## src/rtl/audio_pkg.sv

```systemverilog
`default_nettype none
// ============================================================================
// Module      : audio_pkg
// Description : Shared audio definitions: sample/period widths, note period
//               constants (clock cycles per waveform period at 50 MHz) and
//               the state encodings used by the period meter.
// Revision    : 1.0 - initial release
// ============================================================================
package audio_pkg;

    localparam int SAMPLE_W = 32;
    localparam int PERIOD_W = 32;

    // Note periods in 50 MHz clock cycles (50e6 / f). These are shared with
    // the tone generators so a measured period can be matched directly.
    localparam logic [PERIOD_W-1:0] C  = 32'd191109;
    localparam logic [PERIOD_W-1:0] D  = 32'd170265;
    localparam logic [PERIOD_W-1:0] E  = 32'd151685;
    localparam logic [PERIOD_W-1:0] F  = 32'd143172;
    localparam logic [PERIOD_W-1:0] G  = 32'd127551;
    localparam logic [PERIOD_W-1:0] A  = 32'd113636;
    localparam logic [PERIOD_W-1:0] B  = 32'd101239;
    localparam logic [PERIOD_W-1:0] C1 = 32'd95556;
    localparam logic [PERIOD_W-1:0] D1 = 32'd85131;
    localparam logic [PERIOD_W-1:0] E1 = 32'd75842;
    localparam logic [PERIOD_W-1:0] F1 = 32'd71586;
    localparam logic [PERIOD_W-1:0] G1 = 32'd63776;
    localparam logic [PERIOD_W-1:0] A1 = 32'd56818;
    localparam logic [PERIOD_W-1:0] B1 = 32'd50619;

    // Measurement FSM: waiting for a reference edge, or accumulating periods.
    typedef enum logic [0:0] {
        SEARCH = 1'b0,
        ARMED  = 1'b1
    } meas_state_t;

    // Schmitt detector level.
    typedef enum logic [0:0] {
        SCH_LOW  = 1'b0,
        SCH_HIGH = 1'b1
    } schmitt_state_t;

endpackage
`default_nettype wire

```

## src/rtl/note_period_meter_if.sv

```systemverilog
`default_nettype none
// ============================================================================
// Module      : note_period_meter_if
// Description : Audio_Controller input FIFO port. The master (the meter)
//               issues pops; the slave (the FIFO) presents the head sample.
// Revision    : 1.0 - initial release
// ============================================================================
interface note_period_meter_if;
    import audio_pkg::*;

    logic                       audio_in_available;
    logic signed [SAMPLE_W-1:0] left_channel_audio_in;
    logic signed [SAMPLE_W-1:0] right_channel_audio_in;
    logic                       read_audio_in;

    modport master (
        input  audio_in_available,
        input  left_channel_audio_in,
        input  right_channel_audio_in,
        output read_audio_in
    );

    modport slave (
        output audio_in_available,
        output left_channel_audio_in,
        output right_channel_audio_in,
        input  read_audio_in
    );

endinterface
`default_nettype wire

```

## src/rtl/note_period_meter_schmitt_edge.sv

```systemverilog
`default_nettype none
// ============================================================================
// Module      : schmitt_edge
// Description : Schmitt trigger on a sample stream. Emits a combinational
//               one-cycle pulse on the LOW->HIGH transition; the level
//               register updates on the same clock edge.
// Revision    : 1.0 - initial release
// ============================================================================
module schmitt_edge
    import audio_pkg::*;
#(
    parameter int          SAMPLE_W = audio_pkg::SAMPLE_W,
    parameter logic [31:0] HYST     = 32'd16777216
) (
    input  wire logic                       clock,
    input  wire logic                       resetn,
    input  wire logic                       clear,
    input  wire logic signed [SAMPLE_W-1:0] sample,
    input  wire logic                       sample_valid,
    output logic                            rise
);

    localparam logic signed [SAMPLE_W-1:0] c_hyst_hi = SAMPLE_W'(HYST);
    localparam logic signed [SAMPLE_W-1:0] c_hyst_lo = -c_hyst_hi;

    schmitt_state_t r_state;
    schmitt_state_t w_state_n;
    logic           w_above;
    logic           w_below;

    // Strict comparisons: samples exactly at +/-HYST keep the current level.
    assign w_above = (sample > c_hyst_hi);
    assign w_below = (sample < c_hyst_lo);

    // Level register.
    always_ff @(posedge clock or negedge resetn) begin
        if (!resetn) begin
            r_state <= SCH_LOW;
        end else begin
            r_state <= w_state_n;
        end
    end

    // Next level and rising-edge pulse; a clear forces LOW and masks the pulse.
    always_comb begin
        w_state_n = r_state;
        rise      = 1'b0;
        if (clear) begin
            w_state_n = SCH_LOW;
        end else if (sample_valid) begin
            case (r_state)
                SCH_LOW: begin
                    if (w_above) begin
                        w_state_n = SCH_HIGH;
                        rise      = 1'b1;
                    end
                end
                SCH_HIGH: begin
                    if (w_below) begin
                        w_state_n = SCH_LOW;
                    end
                end
                default: w_state_n = SCH_LOW;
            endcase
        end
    end

endmodule
`default_nettype wire

```

## src/rtl/note_period_meter.sv

```systemverilog
`default_nettype none
// ============================================================================
// Module      : note_period_meter
// Description : Pops stereo samples from the audio input FIFO, detects rising
//               zero crossings with a Schmitt trigger and reports the average
//               of four consecutive crossing intervals in clock cycles.
// Revision    : 1.0 - initial release
// ============================================================================
module note_period_meter
    import audio_pkg::*;
#(
    parameter int          SAMPLE_W   = audio_pkg::SAMPLE_W,
    parameter int          PERIOD_W   = audio_pkg::PERIOD_W,
    parameter logic [31:0] HYST       = 32'd16777216,
    parameter logic [31:0] MIN_PERIOD = 32'd20000,
    parameter logic [31:0] MAX_PERIOD = 32'd1000000
) (
    input  wire logic                 clock,
    input  wire logic                 resetn,
    input  wire logic                 enable,
    note_period_meter_if.master       fifo,
    output logic [PERIOD_W-1:0]       period,
    output logic                      period_valid,
    output logic                      locked
);

    localparam logic [PERIOD_W-1:0] c_min_period = PERIOD_W'(MIN_PERIOD);
    localparam logic [PERIOD_W-1:0] c_max_period = PERIOD_W'(MAX_PERIOD);

    // ---------------------------------------------------------------- fetch
    logic                       r_pop_block;
    logic                       w_read;
    logic signed [SAMPLE_W-1:0] w_sample;
    logic signed [SAMPLE_W-1:0] r_sample;
    logic                       r_sample_vld;

    // r_pop_block holds last cycle's pop; it resets high so no pop can issue
    // in the cycle reset is released, before the FIFO handshake is settled.
    assign w_read             = enable & fifo.audio_in_available & ~r_pop_block;
    assign fifo.read_audio_in = w_read;

    // Halving each channel first keeps the mono sum inside SAMPLE_W.
    assign w_sample = (fifo.left_channel_audio_in >>> 1)
                    + (fifo.right_channel_audio_in >>> 1);

    // Pop spacing and sample capture.
    always_ff @(posedge clock or negedge resetn) begin
        if (!resetn) begin
            r_pop_block  <= 1'b1;
            r_sample     <= '0;
            r_sample_vld <= 1'b0;
        end else begin
            r_pop_block  <= w_read;
            r_sample_vld <= w_read;
            if (w_read) begin
                r_sample <= w_sample;
            end
        end
    end

    // ------------------------------------------------------------ detection
    logic w_rise;

    schmitt_edge #(
        .SAMPLE_W (SAMPLE_W),
        .HYST     (HYST)
    ) u_schmitt (
        .clock        (clock),
        .resetn       (resetn),
        .clear        (~enable),
        .sample       (r_sample),
        .sample_valid (r_sample_vld),
        .rise         (w_rise)
    );

    // ------------------------------------------------------ interval counter
    logic [PERIOD_W-1:0] r_cnt;

    // Cycles since the last rising edge, saturating at MAX_PERIOD.
    always_ff @(posedge clock or negedge resetn) begin
        if (!resetn) begin
            r_cnt <= '0;
        end else if (w_rise) begin
            r_cnt <= PERIOD_W'(1);
        end else if (r_cnt < c_max_period) begin
            r_cnt <= r_cnt + PERIOD_W'(1);
        end
    end

    // ------------------------------------------------------ measurement FSM
    meas_state_t           r_state;
    meas_state_t           w_state_n;
    logic [PERIOD_W+1:0]   r_acc;
    logic [PERIOD_W+1:0]   w_acc_n;
    logic [PERIOD_W+1:0]   w_acc_sum;
    logic [1:0]            r_k;
    logic [1:0]            w_k_n;
    logic [PERIOD_W-1:0]   w_period_n;
    logic                  w_valid_n;
    logic                  w_locked_n;
    logic                  w_in_range;

    assign w_acc_sum  = r_acc + {2'b00, r_cnt};
    assign w_in_range = (r_cnt >= c_min_period) && (r_cnt <= c_max_period);

    // State, accumulator and output registers.
    always_ff @(posedge clock or negedge resetn) begin
        if (!resetn) begin
            r_state      <= SEARCH;
            r_acc        <= '0;
            r_k          <= '0;
            period       <= '0;
            period_valid <= 1'b0;
            locked       <= 1'b0;
        end else begin
            r_state      <= w_state_n;
            r_acc        <= w_acc_n;
            r_k          <= w_k_n;
            period       <= w_period_n;
            period_valid <= w_valid_n;
            locked       <= w_locked_n;
        end
    end

    // Next state: an edge is checked before the timeout so an edge arriving
    // exactly at MAX_PERIOD is still measured.
    always_comb begin
        w_state_n  = r_state;
        w_acc_n    = r_acc;
        w_k_n      = r_k;
        w_period_n = period;
        w_valid_n  = 1'b0;
        w_locked_n = locked;
        if (!enable) begin
            w_state_n  = SEARCH;
            w_acc_n    = '0;
            w_k_n      = '0;
            w_locked_n = 1'b0;
        end else begin
            case (r_state)
                SEARCH: begin
                    if (w_rise) begin
                        w_state_n = ARMED;
                        w_acc_n   = '0;
                        w_k_n     = '0;
                    end
                end
                ARMED: begin
                    if (w_rise) begin
                        if (w_in_range) begin
                            if (r_k == 2'd3) begin
                                w_period_n = w_acc_sum[PERIOD_W+1:2];
                                w_valid_n  = 1'b1;
                                w_locked_n = 1'b1;
                                w_acc_n    = '0;
                                w_k_n      = '0;
                            end else begin
                                w_acc_n = w_acc_sum;
                                w_k_n   = r_k + 2'd1;
                            end
                        end else begin
                            // Out-of-range interval: restart averaging from this edge.
                            w_acc_n    = '0;
                            w_k_n      = '0;
                            w_locked_n = 1'b0;
                        end
                    end else if (r_cnt == c_max_period) begin
                        w_state_n  = SEARCH;
                        w_acc_n    = '0;
                        w_k_n      = '0;
                        w_locked_n = 1'b0;
                    end
                end
                default: begin
                    w_state_n = SEARCH;
                    w_acc_n   = '0;
                    w_k_n     = '0;
                end
            endcase
        end
    end

endmodule
`default_nettype wire

```

## src/flat_wrapper.sv

```systemverilog
// flat-port wrapper written by rule: the top's interface ports become plain ports
module note_period_meter_flat import audio_pkg::*;
#(
    parameter int          SAMPLE_W   = audio_pkg::SAMPLE_W,
    parameter int          PERIOD_W   = audio_pkg::PERIOD_W,
    parameter logic [31:0] HYST       = 32'd16777216,
    parameter logic [31:0] MIN_PERIOD = 32'd20000,
    parameter logic [31:0] MAX_PERIOD = 32'd1000000
)
  (clock, resetn, enable, period, period_valid, locked, fifo_audio_in_available, fifo_left_channel_audio_in, fifo_right_channel_audio_in, fifo_read_audio_in);
  note_period_meter_if fifo_i ();
  input  wire logic clock;
  input  wire logic resetn;
  input  wire logic enable;
  output logic [PERIOD_W-1:0] period;
  output logic period_valid;
  output logic locked;
  input wire logic [$bits(fifo_i.audio_in_available)-1:0] fifo_audio_in_available;
  input wire logic [$bits(fifo_i.left_channel_audio_in)-1:0] fifo_left_channel_audio_in;
  input wire logic [$bits(fifo_i.right_channel_audio_in)-1:0] fifo_right_channel_audio_in;
  output wire logic [$bits(fifo_i.read_audio_in)-1:0] fifo_read_audio_in;
  assign fifo_i.audio_in_available = fifo_audio_in_available;
  assign fifo_i.left_channel_audio_in = fifo_left_channel_audio_in;
  assign fifo_i.right_channel_audio_in = fifo_right_channel_audio_in;
  assign fifo_read_audio_in = fifo_i.read_audio_in;
  note_period_meter #(.SAMPLE_W(SAMPLE_W), .PERIOD_W(PERIOD_W), .HYST(HYST), .MIN_PERIOD(MIN_PERIOD), .MAX_PERIOD(MAX_PERIOD)) u_core (.clock(clock), .resetn(resetn), .enable(enable), .fifo(fifo_i), .period(period), .period_valid(period_valid), .locked(locked));
endmodule
```

## config.mk

```make
export PLATFORM = sky130hd
export DESIGN_NAME = note_period_meter_flat
export DESIGN_NICKNAME = d
export VERILOG_FILES = /design/src/rtl/audio_pkg.sv /design/src/rtl/note_period_meter_if.sv /design/src/rtl/note_period_meter_schmitt_edge.sv /design/src/rtl/note_period_meter.sv /design/src/flat_wrapper.sv
export SDC_FILE = /design/constraint.sdc
export NUM_CORES = 1
export LEC_CHECK = 0
export CAP_MARGIN = 25
export CORE_MARGIN = 1
export CORE_UTILIZATION = 30
export DETAILED_ROUTE_END_ITERATION = 10
export PLACE_DENSITY = 0.47
export SKIP_LAST_GASP = 1
export SLEW_MARGIN = 20
export SYNTH_ARGS = -nofsm -noshare
export SYNTH_HDL_FRONTEND = slang
export SYNTH_SLANG_ARGS = --single-unit
export TNS_END_PERCENT = 1
```

## constraint.sdc

```tcl
create_clock -name clock -period 2.7 [get_ports clock]
set_clock_uncertainty 0.05 [all_clocks]
set_input_delay 0.54 -clock clock [delete_from_list [all_inputs] [get_ports clock]]
set_output_delay 0.54 -clock clock [all_outputs]
set_load 0.02 [all_outputs]
```

After elaboration in Yosys (flattened, before gate mapping) --
Index checks and enable logic that the tools add are counted.
Storage, ports and cells: bits of input ports 68, register bits 138, output and inout port bits 35
Operators by class: reduce and logical (&&, ||, !) cells 5, mux-type cells 40, add/subtract/negate cells 4, bitwise operators 5, equal/unequal tests 8, order comparisons 5
Operator list (number):
- $mux 34 | 6
- $pmux 34 s2 | 1
- $mux 32 | 2
- $add 34x32->34 | 1
- $add 31x31->32 | 1
- $add 32x1->32 const B | 1
- $eq 32x20->1 const B | 1
- $ge 32x15->1 const B | 1
- $gt 32x26->1 const B | 1
- $le 32x20->1 const B | 1
- $lt 32x20->1 const B | 1
- $lt 32x25->1 const B | 1
- $mux 1 | 22
- $mux 2 | 6
- $ne 4x4->1 const B | 2
- $reduce_and 5->1 | 1
- $ne 2x1->1 const B | 2
- $pmux 1 s2 | 2
- $pmux 2 s2 | 1
- $ne 3x1->1 const B | 1
- $ne 3x3->1 const B | 1
- $not 1->1 | 3
- $reduce_and 3->1 | 1
- $add 2x1->2 const B | 1
- other kinds (5) | 6

Depth between registers and ports, before layout --
Gate-level depths: netlist of the first run.
depth after elaboration 8, gate-level depth with buffers 11

Modules after synthesis --
Synthesis of the first run repeated with hierarchy kept, for this count alone.
Second synthesis, totals: cell total of the unflattened synthesis 965, area total of the unflattened synthesis 8767.2 µm²
Modules (own cells, without submodules):
- note_period_meter | seq. area each 3429.5 µm², cells an instance 945, times used 1, area an instance 8609.5 µm²
- schmitt_edge | seq. area each 25.0 µm², cells an instance 20, times used 1, area an instance 157.7 µm²

Least setup slack after synthesis of the first run --
OpenSTA, ideal clock, no wires.
path type register to register, from reg u_core.r_cnt[0], to reg u_core.period[20], cell stages (with the launch flop) 11, slack -0.243 ns, path buffers 0, clock period less this slack 2.943 ns, required time 2.525 ns, arrival time 2.767 ns, setup time 0.125 ns, path through dfrtp_1 > ha_1 > fa_1 > a211oi_2 > o21ai_1 > a31oi_2 > nor4b_1 > or4b_1 > a31oi_1 > xnor2_1 > mux2_4
Between the ends: word-level cells in the longest chain between the ends 3
Ends and longest elaborated chain:
- start: declaration | RTL line note_period_meter.sv:77 | logic [PERIOD_W-1:0] r_cnt;
- start signal: assignment | RTL line note_period_meter.sv:86 | r_cnt <= r_cnt + PERIOD_W'(1);
- $ge 32x15->1 / $le 32x20->1 (equally long branches) | RTL line note_period_meter.sv:104 | assign w_in_range = (r_cnt >= c_min_period) && (r_cnt <= c_max_period);
- $logic_and 1x1->1 | RTL line note_period_meter.sv:104
- $reduce_and 5->1 (no source line)
- end signal: assignment | RTL line note_period_meter.sv:119 | period <= w_period_n;
- end: declaration | RTL line note_period_meter.sv:22 | output logic [PERIOD_W-1:0] period,
Parallel ways exist; a longest one is shown, timed or not. A chain may end at the register's enable or synchronous reset.

Worst setup path in the final report of the first run --
from reg u_core.r_acc[0], to reg u_core.period[20]
Between the ends: word-level cells in the longest chain between the ends 1
Ends and longest elaborated chain:
- start: declaration | RTL line note_period_meter.sv:93 | logic [PERIOD_W+1:0] r_acc;
- start signal: assignment | RTL line note_period_meter.sv:117 | r_acc <= w_acc_n;
- $add 34x32->34 | RTL line note_period_meter.sv:103 | assign w_acc_sum = r_acc + {2'b00, r_cnt};
Every way passes these cells.

==> results of run 1 <==
## per-layer routing
metal / track usage [%] / part of all wire, % / up-vias
met4: 3.21 / 0.74 / 0
met5: 0 / 0 / -
met3: 2.85 / 2.7 / 12
met2: 26.2 / 47 / 111
met1: 20.9 / 50 / 3379
li1: - / - / 3881
## sequential cells by signal, summed over array words and instances, names as in the netlist
signal and cells:
u_core.r_cnt 32, u_core.u_schmitt.r_state 1, u_core.r_acc 34, u_core.r_pop_block 1
u_core.period_valid 1, u_core.r_k 2, u_core.r_state 1, u_core.locked 1
u_core.r_sample 32, u_core.r_sample_vld 1, u_core.period 32
## cell families (layout without fill, tap and decap cells)
| group | after synthesis | after routing |
|---|---|---|
| buf+inv | 60 | 339 |
| compound gates | 285 | 285 |
| flops | 138 | 138 |
| xor+xnor | 69 | 69 |
| fa+ha+maj | 68 | 68 |
| mux | 29 | 29 |
| simple gates | 257 | 257 |
## worst min path at each step
stage	start	to	slack, ns	cells after the start
2_1_floorplan	resetn	u_core.locked	0.19	0
3_3_place_gp	u_core.r_sample[4]	u_core.r_sample[4]	0.41	2
3_5_place_dp	u_core.r_sample[3]	u_core.r_sample[3]	0.42	2
4_1_cts	resetn	u_core.period[7]	0.07	1
5_1_grt	resetn	u_core.period[7]	0.09	1
6_report	resetn	u_core.period[7]	0.04	1
## cell usage in the layout (no fill, tap or decap), drive strengths merged, types with 6 or more instances in the layout
cell type      synthesis  final
and3                   8      8
nand2b                 7      7
nand4                 11     11
nand3                 28     28
nand2                 83     83
or3                    7      7
nor3                   7      7
a21oi                 58     58
a21boi                 6      6
o21bai                 7      7
a31oi                 12     12
ha                    66     66
inv                   27     29
xnor2                 36     36
nor4                  13     13
buf                    7    181
a22o                  33     33
clkinv                 1      7
o31ai                  8      8
nor2                  48     48
a211oi                 8      8
dfrtp                137    137
o211ai                10     10
o21ai                 68     68
xor2                  33     33
clkdlybuf4s50          0     99
mux2                  29     29
o21a                  13     13
a21o                  35     35
and2                  18     18
clkbuf                25     18
nor3b                  6      6
## critical path, cell delays in order, from the launching register on
cell      delay (ns)
dfrtp_1         0.39
ha_2            0.21
fa_2            0.39
a211oi_4        0.30
buf_6           0.15
o21ai_4         0.06
a31oi_4         0.24
nor4b_4         0.08
or4b_4          0.56
a31oi_4         0.20
xnor2_2         0.11
mux2_4          0.26
## through the flow
| stage | TNS (ns) | hold WS (ns) | setup WS, ns | std cells |
|---|---|---|---|---|
| final | -5.31 | 0.0411 | -0.412 | 1569 |
| after global routing | -13.60 | 0.0928 | -0.491 | 1569 |
| after CTS | -5.36 | 0.0670 | -0.388 | 1567 |
| after global placement | -11.52 | 0.414 | -0.519 | 1536 |
| after detailed placement | -12.38 | 0.423 | -0.621 | 1536 |
| after floorplan | -0.0448 | 0.194 | -0.0436 | 906 |
## cell type report
| type | count | area, µm² | area share, % |
|---|---|---|---|
| multi-input cells | 708 | 5190 | 42.3 |
| flip-flops and latches | 138 | 3450 | 28.2 |
| repair buffers | 280 | 2420 | 19.7 |
| well taps | 384 | 480 | 3.92 |
| clock buffers | 18 | 439 | 3.58 |
| clock inverters | 13 | 168 | 1.37 |
| inverters | 28 | 108 | 0.878 |
## repair_timing
item / CTS / global route
cloned: 0 / 0
pin swaps: 0 / 11
endpoints found under the setup margin: 43 / 71
resized for setup: 2 / 16
hold endpoints to repair: 0 / 0
setup buffers: 0 / 2
## power breakdown
part | leakage [nW] | switching [mW] | internal (mW)
combinational | 3.84 | 0.707 | 0.710
sequential | 1.86 | 0.113 | 2.24
clock | 0.293 | 0.940 | 1.48
==> flow_summary_export.csv, run 1 <==
group,metric,value,unit
synthesis,synthTopCellsByCount,"dfrtp_1 (137), nand2_1 (82), ha_1 (66), o21ai_0 (64), a21oi_1 (57)",
die,core,28800,µm²
synthesis,synthTopCellsByArea,"dfrtp_1 (39%), ha_1 (9.4%), o21ai_0 (3.6%)",
global_routing,grt_pass1_vias,7706,
synthesis,yosys.area_share.adder,9.83,%
finish,final_cell_area,12300,µm²
routing,wirelength,22300,µm
synthesis,synth-main-ff-cell,"dfrtp_1",
synthesis,synth_edf_count,0,
finish,final_layout_size_suffix_gt1_share,22.4,%
timing,drv_slew,0,
finish,antenna_cells,0,
worst_setup_path,cp-end-kind,"register",
global_routing,antenna_found_initial,0,
worst_setup_path,criticalPathCategory,"register to register",
die,die_area,30100,µm²
worst_setup_path,startpoint_type,"register",
clocking,cts.sinks,138,
worst_hold_path,hp-class,"input port to asynchronous set/reset pin",
run_status,status,"finished, violations left",
die,initial_core_util,30.6,%
synthesis,synth_top_cell_by_area,"dfrtp_1",
timing,fmax,321,MHz
global_routing,grt_pass1_wl,38200,µm
power_and_ir_drop,total_power,6.19,mW
power_and_ir_drop,p_leak,5.99,nW
die,boundaryPins,103,
power_and_ir_drop,ir_worst_vdd,378,µV
clocking,ctsHtreeMaxLevel,4,
die,fp-row-count,62,
routing,vias,7383,
power_and_ir_drop,power_density,505,nW/µm²
clocking,cts_buffer_depth,2,
global_routing,grt_max_degree,60,
synthesis,postSynthCellCount,906,
worst_setup_path,critPathLaunch,"u_core.r_acc[0]",
synthesis,yosysMostFrequentCell,"dfrtp_1",
synthesis,synth-xor-area-share,6.86,%
timing,period_share,115,%
timing,worst_pin_slew,0.634,ns
routing,antenna_left,0,
synthesis,yosys.area.top_type_share,38.9,%
worst_setup_path,r2r-start,"u_core.r_acc[0]",
clocking,root_buffer,"clkbuf_16",
clocking,cts_buffers,17,
synthesis,ys_warn_count,0,
worst_setup_path,r2r_end,"u_core.period[20]",
worst_setup_path,worstRegToRegCells,11,
global_routing,grt_overflow_total,0,
synthesis,muxShareOfSynthArea,4.52,%
die,die_h,173,µm
synthesis,synth.avg_cell_area,9.72,µm²
timing,finalCriticalPeriod,3.11,ns
synthesis,ys_ff_latch,138,
clocking,clk_pin_slew,0.06,ns
routing,drt-pass1-iter-count,4,
run_status,violations,"setup timing",
placement,post-dp-hpwl,17800,µm
placement,io_buffers,100,
die,die_x,173,µm
routing,drt_iter0_drc,317,
flow_run,max_cap_violations,0,
synthesis,synthArstFlopShare,100,%
finish,nets,1309,
clocking,cts_tree,"built",
timing,fin_ws,-0.412,ns
timing,rsz0062_at_grt,"yes",
worst_setup_path,crit_fanout,2,
placement,gp_congestion,0.825,
routing,drc,0,
finish,areaGrowthSynthToFinish,39.2,%
worst_setup_path,cp.required,2.95,ns
clocking,clk_latency,0.42,ns
routing,route.detailed.wl_per_inst,14.2,µm
worst_setup_path,rrSetupSlack,-0.41,ns
worst_setup_path,cp.arrival,3.36,ns
timing,hold_violations,0,
placement,postPlaceCellArea,11600,µm²
timing,finalSetupViolations,45,
global_routing,grt.total_usage,15.6,%
worst_setup_path,crit_end,"u_core.period[20]",
synthesis,synth.distinct_cells,75,
synthesis,synth_top_family_by_area,"compound AO/OA/AOI/OAI gates",
routing,via_per_inst,4.71,
finish,fin_util,42.6,%
timing,relSlewSlack,57.3,%
synthesis,synth_compound_area_share,21.7,%
synthesis,syn-cell-area,8810,µm²
finish,fill_cells,2787,
clocking,cts_hold_buf,0,
synthesis,ys_seq_area_share,39.2,%
synthesis,yosys.area_share.simple,14.9,%
synthesis,syn-num-nets,1042,
Note: power is estimated with default switching activity, not from simulation.
==> run 2, diff against run 1 <==
--- a/config.mk
+++ b/config.mk
@@ -6,7 +6,6 @@
 export NUM_CORES = 1
 export LEC_CHECK = 0
 export CAP_MARGIN = 25
-export CORE_MARGIN = 1
 export CORE_UTILIZATION = 30
 export DETAILED_ROUTE_END_ITERATION = 10
 export PLACE_DENSITY = 0.47
==> results of run 2 <==
The final DEF is identical to that of run 1; final timing and power are the same.
